### src/rtl/sprite_render_if.sv
// Sprite draw/erase handshake plus the shared VGA plot port.
// master = render sequencer; slave = sprite blocks and VGA adapter side.
interface sprite_render_if #(
    parameter int unsigned NUM_SPRITES = 4
);
    logic [NUM_SPRITES-1:0]   draw_signal;
    logic [NUM_SPRITES-1:0]   erase_signal;
    logic [NUM_SPRITES-1:0]   finish;
    logic [9*NUM_SPRITES-1:0] sprite_x;
    logic [8*NUM_SPRITES-1:0] sprite_y;
    logic [3*NUM_SPRITES-1:0] sprite_colour;
    logic [8:0]               vga_x;
    logic [7:0]               vga_y;
    logic [2:0]               vga_colour;
    logic                     vga_plot;

    modport master (
        output draw_signal, erase_signal, vga_x, vga_y, vga_colour, vga_plot,
        input  finish, sprite_x, sprite_y, sprite_colour
    );

    modport slave (
        input  draw_signal, erase_signal, vga_x, vga_y, vga_colour, vga_plot,
        output finish, sprite_x, sprite_y, sprite_colour
    );
endinterface

### src/rtl/sprite_render_sequencer.sv
// Frame-level sequencer: each frame tick, erases then redraws every sprite in
// index order and muxes the active sprite onto the single VGA plot port.
module sprite_render_sequencer #(
    parameter int unsigned NUM_SPRITES  = 4,
    parameter int unsigned FRAME_DIV    = 833333,
    parameter int unsigned ERASE_CYCLES = 44,
    parameter int unsigned SETUP_CYCLES = 3,
    parameter int unsigned DRAW_TIMEOUT = 64,
    localparam int unsigned ID_W = (NUM_SPRITES > 1) ? $clog2(NUM_SPRITES) : 1
) (
    input  logic            clk,
    input  logic            reset,
    sprite_render_if.master bus,
    output logic            frame_tick,
    output logic            busy,
    output logic [ID_W-1:0] active_id,
    output logic            draw_timeout,
    output logic            frame_overrun
);
    localparam int unsigned DIV_W     = (FRAME_DIV > 1) ? $clog2(FRAME_DIV) : 1;
    localparam int unsigned PHASE_MAX = (ERASE_CYCLES > DRAW_TIMEOUT) ? ERASE_CYCLES : DRAW_TIMEOUT;
    localparam int unsigned CNT_W     = $clog2(PHASE_MAX + 1);

    localparam logic [DIV_W-1:0] DIV_LAST   = DIV_W'(FRAME_DIV - 1);
    localparam logic [CNT_W-1:0] ERASE_LAST = CNT_W'(ERASE_CYCLES - 1);
    localparam logic [CNT_W-1:0] DRAW_LAST  = CNT_W'(DRAW_TIMEOUT - 1);
    localparam logic [CNT_W-1:0] SETUP_CNT  = CNT_W'(SETUP_CYCLES);
    localparam logic [ID_W-1:0]  ID_LAST    = ID_W'(NUM_SPRITES - 1);
    localparam logic             ENTRY_PLOT = (SETUP_CYCLES == 0);

    typedef enum logic [1:0] {
        IDLE  = 2'd0,
        ERASE = 2'd1,
        DRAW  = 2'd2,
        NEXT  = 2'd3
    } state_t;

    state_t           state;
    logic [DIV_W-1:0] div_cnt;
    logic [CNT_W-1:0] phase_cnt;
    logic             pending;
    logic             plot_q;

    logic [CNT_W-1:0] phase_inc;
    logic [ID_W-1:0]  id_inc;
    logic             finish_hit;

    function automatic logic [NUM_SPRITES-1:0] one_hot(input logic [ID_W-1:0] id);
        return NUM_SPRITES'(1) << id;
    endfunction

    assign phase_inc  = phase_cnt + CNT_W'(1);
    assign id_inc     = active_id + ID_W'(1);
    assign finish_hit = (state == DRAW) && bus.finish[active_id];

    // Active sprite's fields straight onto the VGA port; plot is masked the cycle finish lands.
    assign bus.vga_x      = bus.sprite_x[9*int'(active_id) +: 9];
    assign bus.vga_y      = bus.sprite_y[8*int'(active_id) +: 8];
    assign bus.vga_colour = bus.sprite_colour[3*int'(active_id) +: 3];
    assign bus.vga_plot   = plot_q & ~finish_hit;

    always_ff @(posedge clk or negedge reset) begin
        if (!reset) begin
            state            <= IDLE;
            div_cnt          <= '0;
            frame_tick       <= 1'b0;
            pending          <= 1'b0;
            frame_overrun    <= 1'b0;
            phase_cnt        <= '0;
            active_id        <= '0;
            busy             <= 1'b0;
            draw_timeout     <= 1'b0;
            plot_q           <= 1'b0;
            bus.draw_signal  <= '0;
            bus.erase_signal <= '0;
        end else begin
            if (div_cnt == DIV_LAST) begin
                div_cnt    <= '0;
                frame_tick <= 1'b1;
            end else begin
                div_cnt    <= div_cnt + DIV_W'(1);
                frame_tick <= 1'b0;
            end

            // One-deep tick latch; a second tick before the sweep starts is dropped and flagged.
            if (frame_tick && pending) frame_overrun <= 1'b1;
            if (state == IDLE && pending) pending <= 1'b0;
            else if (frame_tick)          pending <= 1'b1;

            case (state)
                IDLE: begin
                    if (pending) begin
                        state            <= ERASE;
                        active_id        <= '0;
                        phase_cnt        <= '0;
                        busy             <= 1'b1;
                        plot_q           <= ENTRY_PLOT;
                        bus.erase_signal <= one_hot('0);
                    end
                end
                ERASE: begin
                    if (phase_cnt == ERASE_LAST) begin
                        state            <= DRAW;
                        phase_cnt        <= '0;
                        plot_q           <= ENTRY_PLOT;
                        bus.erase_signal <= '0;
                        bus.draw_signal  <= one_hot(active_id);
                    end else begin
                        phase_cnt <= phase_inc;
                        plot_q    <= (phase_inc >= SETUP_CNT);
                    end
                end
                DRAW: begin
                    if (finish_hit || phase_cnt == DRAW_LAST) begin
                        state           <= NEXT;
                        phase_cnt       <= '0;
                        plot_q          <= 1'b0;
                        bus.draw_signal <= '0;
                        if (!finish_hit) draw_timeout <= 1'b1;
                    end else begin
                        phase_cnt <= phase_inc;
                        plot_q    <= (phase_inc >= SETUP_CNT);
                    end
                end
                NEXT: begin
                    if (active_id == ID_LAST) begin
                        state     <= IDLE;
                        active_id <= '0;
                        busy      <= 1'b0;
                    end else begin
                        state            <= ERASE;
                        active_id        <= id_inc;
                        phase_cnt        <= '0;
                        plot_q           <= ENTRY_PLOT;
                        bus.erase_signal <= one_hot(id_inc);
                    end
                end
                default: state <= IDLE;
            endcase
        end
    end
endmodule

### src/flat_wrapper.sv
// flat-port wrapper written by rule: the top's interface ports become plain ports
module sprite_render_sequencer_flat 
#(
    parameter int unsigned NUM_SPRITES  = 4,
    parameter int unsigned FRAME_DIV    = 833333,
    parameter int unsigned ERASE_CYCLES = 44,
    parameter int unsigned SETUP_CYCLES = 3,
    parameter int unsigned DRAW_TIMEOUT = 64,
    localparam int unsigned ID_W = (NUM_SPRITES > 1) ? $clog2(NUM_SPRITES) : 1
)
  (clk, reset, frame_tick, busy, active_id, draw_timeout, frame_overrun, bus_draw_signal, bus_erase_signal, bus_vga_x, bus_vga_y, bus_vga_colour, bus_vga_plot, bus_finish, bus_sprite_x, bus_sprite_y, bus_sprite_colour);
  sprite_render_if #(.NUM_SPRITES(NUM_SPRITES)) bus_i ();
  input  logic clk;
  input  logic reset;
  output logic frame_tick;
  output logic busy;
  output logic [ID_W-1:0] active_id;
  output logic draw_timeout;
  output logic frame_overrun;
  output wire logic [$bits(bus_i.draw_signal)-1:0] bus_draw_signal;
  output wire logic [$bits(bus_i.erase_signal)-1:0] bus_erase_signal;
  output wire logic [$bits(bus_i.vga_x)-1:0] bus_vga_x;
  output wire logic [$bits(bus_i.vga_y)-1:0] bus_vga_y;
  output wire logic [$bits(bus_i.vga_colour)-1:0] bus_vga_colour;
  output wire logic [$bits(bus_i.vga_plot)-1:0] bus_vga_plot;
  input wire logic [$bits(bus_i.finish)-1:0] bus_finish;
  input wire logic [$bits(bus_i.sprite_x)-1:0] bus_sprite_x;
  input wire logic [$bits(bus_i.sprite_y)-1:0] bus_sprite_y;
  input wire logic [$bits(bus_i.sprite_colour)-1:0] bus_sprite_colour;
  assign bus_draw_signal = bus_i.draw_signal;
  assign bus_erase_signal = bus_i.erase_signal;
  assign bus_vga_x = bus_i.vga_x;
  assign bus_vga_y = bus_i.vga_y;
  assign bus_vga_colour = bus_i.vga_colour;
  assign bus_vga_plot = bus_i.vga_plot;
  assign bus_i.finish = bus_finish;
  assign bus_i.sprite_x = bus_sprite_x;
  assign bus_i.sprite_y = bus_sprite_y;
  assign bus_i.sprite_colour = bus_sprite_colour;
  sprite_render_sequencer #(.NUM_SPRITES(NUM_SPRITES), .FRAME_DIV(FRAME_DIV), .ERASE_CYCLES(ERASE_CYCLES), .SETUP_CYCLES(SETUP_CYCLES), .DRAW_TIMEOUT(DRAW_TIMEOUT)) u_core (.clk(clk), .reset(reset), .bus(bus_i), .frame_tick(frame_tick), .busy(busy), .active_id(active_id), .draw_timeout(draw_timeout), .frame_overrun(frame_overrun));
endmodule
### config.mk
export PLATFORM = sky130hd
export DESIGN_NAME = sprite_render_sequencer_flat
export DESIGN_NICKNAME = d
export VERILOG_FILES = /design/src/rtl/sprite_render_if.sv /design/src/rtl/sprite_render_sequencer.sv /design/src/flat_wrapper.sv
export SDC_FILE = /design/constraint.sdc
export NUM_CORES = 1
export LEC_CHECK = 0
export ABC_AREA = 1
export BUFFER_PORTS_ARGS = -buffer_cell sky130_fd_sc_hd__buf_2
export CAP_MARGIN = 10
export CELL_PAD_IN_SITES_DETAIL_PLACEMENT = 0
export CELL_PAD_IN_SITES_GLOBAL_PLACEMENT = 1
export CORE_MARGIN = 2
export CORE_UTILIZATION = 34
export DETAILED_ROUTE_END_ITERATION = 12
export PLACE_DENSITY_LB_ADDON = 0.1
export SLEW_MARGIN = 15
export SYNTH_ARGS = -nofsm -noshare
export SYNTH_HDL_FRONTEND = slang
export SYNTH_SLANG_ARGS = --single-unit
### constraint.sdc
create_clock -name clk -period 1.9 [get_ports clk]
set_input_delay 0.19 -clock clk [delete_from_list [all_inputs] [get_ports clk]]
set_output_delay 0.19 -clock clk [all_outputs]
set_load 0.1 [all_outputs]
==> metrics.cfg <==
[cts]
clockRootBuffer = clkbuf_8
numCtsBuffers = 5
path_clk_slew_ns = 0.10
clock_latency_ns = 0.31
cts_max_path_buffers = 2
h-tree-depth = 2
cts_sinks = 45
cts_tree = built

[sta]
finalMaxSlewViolations = 0
hold_ws_ns = 0.330
fin_worst_skew_ns = 0.0146
rsz0062_at_grt = yes
final_hold_viol_count = 0
finalCriticalPeriod_ns = 1.85
worstMarginPinSlew_ns = 0.501
fin_crit_sh_pct = 97.2
clock.fmax_mhz = 542
max_slew_margin_pct = 66.8
setup-violations-final = 0

[placement]
routabilityCongestion = 0.854
io_buffer_count = 120
dpl.hpwl_mm = 7.61
place_area_sq_um = 4490

[drt]
drt-total-wl_mm = 9.58
viasPerCell = 4.85
drtAntennaViolNets = 0
vias = 3301
wire_per_inst_um = 14.1
dr.pass1.iters = 4
remaining_drc_errors = 0
drt-initial-drc-count = 112

[layout]
diodes = 0
area.growth.synth_to_final_pct = 48.6
final_nets = 670
final-seq-area_sq_um = 1130
final_cell_area_sq_um = 4630
multi_input_area_sq_um = 2030
final_common_cell = buf_2
final_cell_mix = 99 x buf_2, 98 x nand2_1, 77 x nor2_1, 43 x inv_1, 43 x dfrtp_1
n_fill_cell = 843
layout-drive-gt1-share_pct = 32.9

[synthesis]
syn_nets = 541
synth.cell_area_sq_um = 3120
synth-seq-area-share_pct = 36.1
synth_top_cell_area_share_pct = 36.1
ys_seq_elements = 45
syn-instance-count = 442
syn-mean-instance-area_sq_um = 7.05
synth_top_area_cell = dfrtp_1
ys_top_cells_by_area = dfrtp_1 36%, nand2_1 12%, nor2_1 9.3%
ys_types = 33
yosysWarnings = 0

[critical_path]
critPathCaptureType = output pin
reg2reg_from = u_core.phase_cnt[1]$_DFFE_PN0P_
rr_worst_depth = 8
cp.arrival_ns = 1.66
r2r_end = u_core.phase_cnt[5]$_DFFE_PN0P_
r2r_setup_slack_ns = 0.19
crit_fanout = 15
start_kind = register
worstPathRequired_ns = 1.71
critPathKind = register to output pin

[power_and_ir_drop]
p_total_mw = 2.06
ir_worst_vdd_mv = 0.382
power.density_nw_per_um2 = 445
p_leak_nw = 2.25

[min_path]
min_to = u_core.draw_timeout$_DFFE_PN0P_
hp-class = primary input to register
min_from = bus_finish[0]
min_path_cells = 6

[global_routing]
antenna_found_initial = 0
grt_pass1_vias = 3140
grt_max_degree = 36
grt_pass1_wl_mm = 15.6
grt.overflow.total = 0
grt_use_total_pct = 19.6

[floorplanning]
floorplan.initialDensity_pct = 35.4
die_w_um = 99.7
core.rowCount = 34
die_h_um = 99.7
num_io_pins = 121
die_area_sq_um = 9950
core_sq_um = 8810

[flow_run]
drv_cap = 0

[run_status]
status = complete, no violations

==> cells by family (layout without fill, tap and decap cells) <==
logic type	count (synthesis)	count (layout)	synth area share (%)
AO/OA/AOI/OAI	87	87	16.3
adder cells (fa/ha/maj)	13	13	5.22
flip-flops	45	45	36.1
XOR/XNOR	14	14	3.94
buffers and inverters	62	192	7.59
AND/OR/NAND/NOR	221	221	30.8
==> layout make-up <==
type                       count  area share, %
multi-input combinational    335           43.9
sequential                    45           24.5
timing repair buffer         135           22.5
inverter                      49           4.08
tap                          108           2.92
clock buffer                   6           1.78
clock inverter                 2          0.351
==> worst max-delay path: stages (launching register included) <==
cell	delay [ns]
dfrtp_4	0.53
inv_1	0.09
buf_4	0.20
o21ai_0	0.17
o22ai_4	0.17
buf_12	0.20
==> report_power, final <==
group,switching [mW],internal [mW],leakage [nW]
Sequential,0,0.957,0.569
Combinational,0.262,0.182,1.63
Clock,0.358,0.300,0.0478
==> synthesized netlist by cell type <==
master / count
a211oi_1: 1
a21oi_1: 5
a21oi_2: 1
a21oi_4: 1
buf_4: 1
clkbuf_1: 12
clkinv_1: 1
dfrtp_1: 45
ha_1: 13
inv_1: 44
inv_2: 4
nand2_1: 98
nand2_2: 1
nand2_4: 1
nand3_1: 20
nand3_2: 4
nand3_4: 2
nand4_1: 5
nor2_1: 77
nor2_2: 4
nor3_1: 6
nor3_2: 1
o21ai_0: 45
o21ai_1: 7
o21ai_4: 1
o21bai_1: 3
o22ai_1: 20
o31ai_1: 2
o31ai_2: 1
or2_1: 1
or2_2: 1
xnor2_1: 8
xor2_1: 6
==> worst max-delay path by stage <==
stage,startpoint,to,slack [ns],cells past startpoint
floorplan,u_core.active_id[0]$_DFFE_PN0P_,bus_vga_x[0],-0.03,5
global placement,u_core.active_id[0]$_DFFE_PN0P_,bus_vga_y[4],0.16,4
detailed placement,u_core.active_id[0]$_DFFE_PN0P_,bus_vga_y[4],0.15,4
CTS,u_core.active_id[1]$_DFFE_PN0P_,bus_vga_y[7],0.02,5
global route,u_core.active_id[0]$_DFFE_PN0P_,bus_vga_y[4],-0.02,4
finish,u_core.active_id[1]$_DFFE_PN0P_,bus_vga_y[4],0.05,5
==> through the flow <==
step	setup TNS, ns	worst slack, ns	std cells	utilization (%)
finish	0	0.0537	680	52.6
global route	-0.0902	-0.0248	680	52.6
CTS	0	0.0150	680	52.5
detailed placement	0	0.147	669	51.0
global placement	0	0.156	669	51.0
floorplan	-0.526	-0.0327	442	-
==> state kept, by name, indices dropped and copies added (netlist names) <==
register,flops
u_core.active_id,2
u_core.frame_tick,1
u_core.bus.erase_signal,4
u_core.bus.draw_signal,4
u_core.div_cnt,20
u_core.phase_cnt,7
u_core.frame_overrun,1
u_core.pending,1
u_core.state,2
u_core.busy,1
u_core.plot_q,1
u_core.draw_timeout,1
==> what timing repair did <==
action                                 4_1_cts  5_1_grt
setup buffers                                2        0
resized for setup                            9       25
pin swaps                                    0        0
setup endpoints to repair                   21       21
endpoints found under the hold margin       17        0
hold buffers                                 1        0
==> metal layers <==
metal,routed length (um),up-vias,track usage (%)
li1,-,1697,-
met1,4300,1492,25.4
met2,4510,99,33.2
met3,590,13,3.65
met4,174,0,5.69
met5,0,-,0
Note: power is estimated with default switching activity, not from simulation.
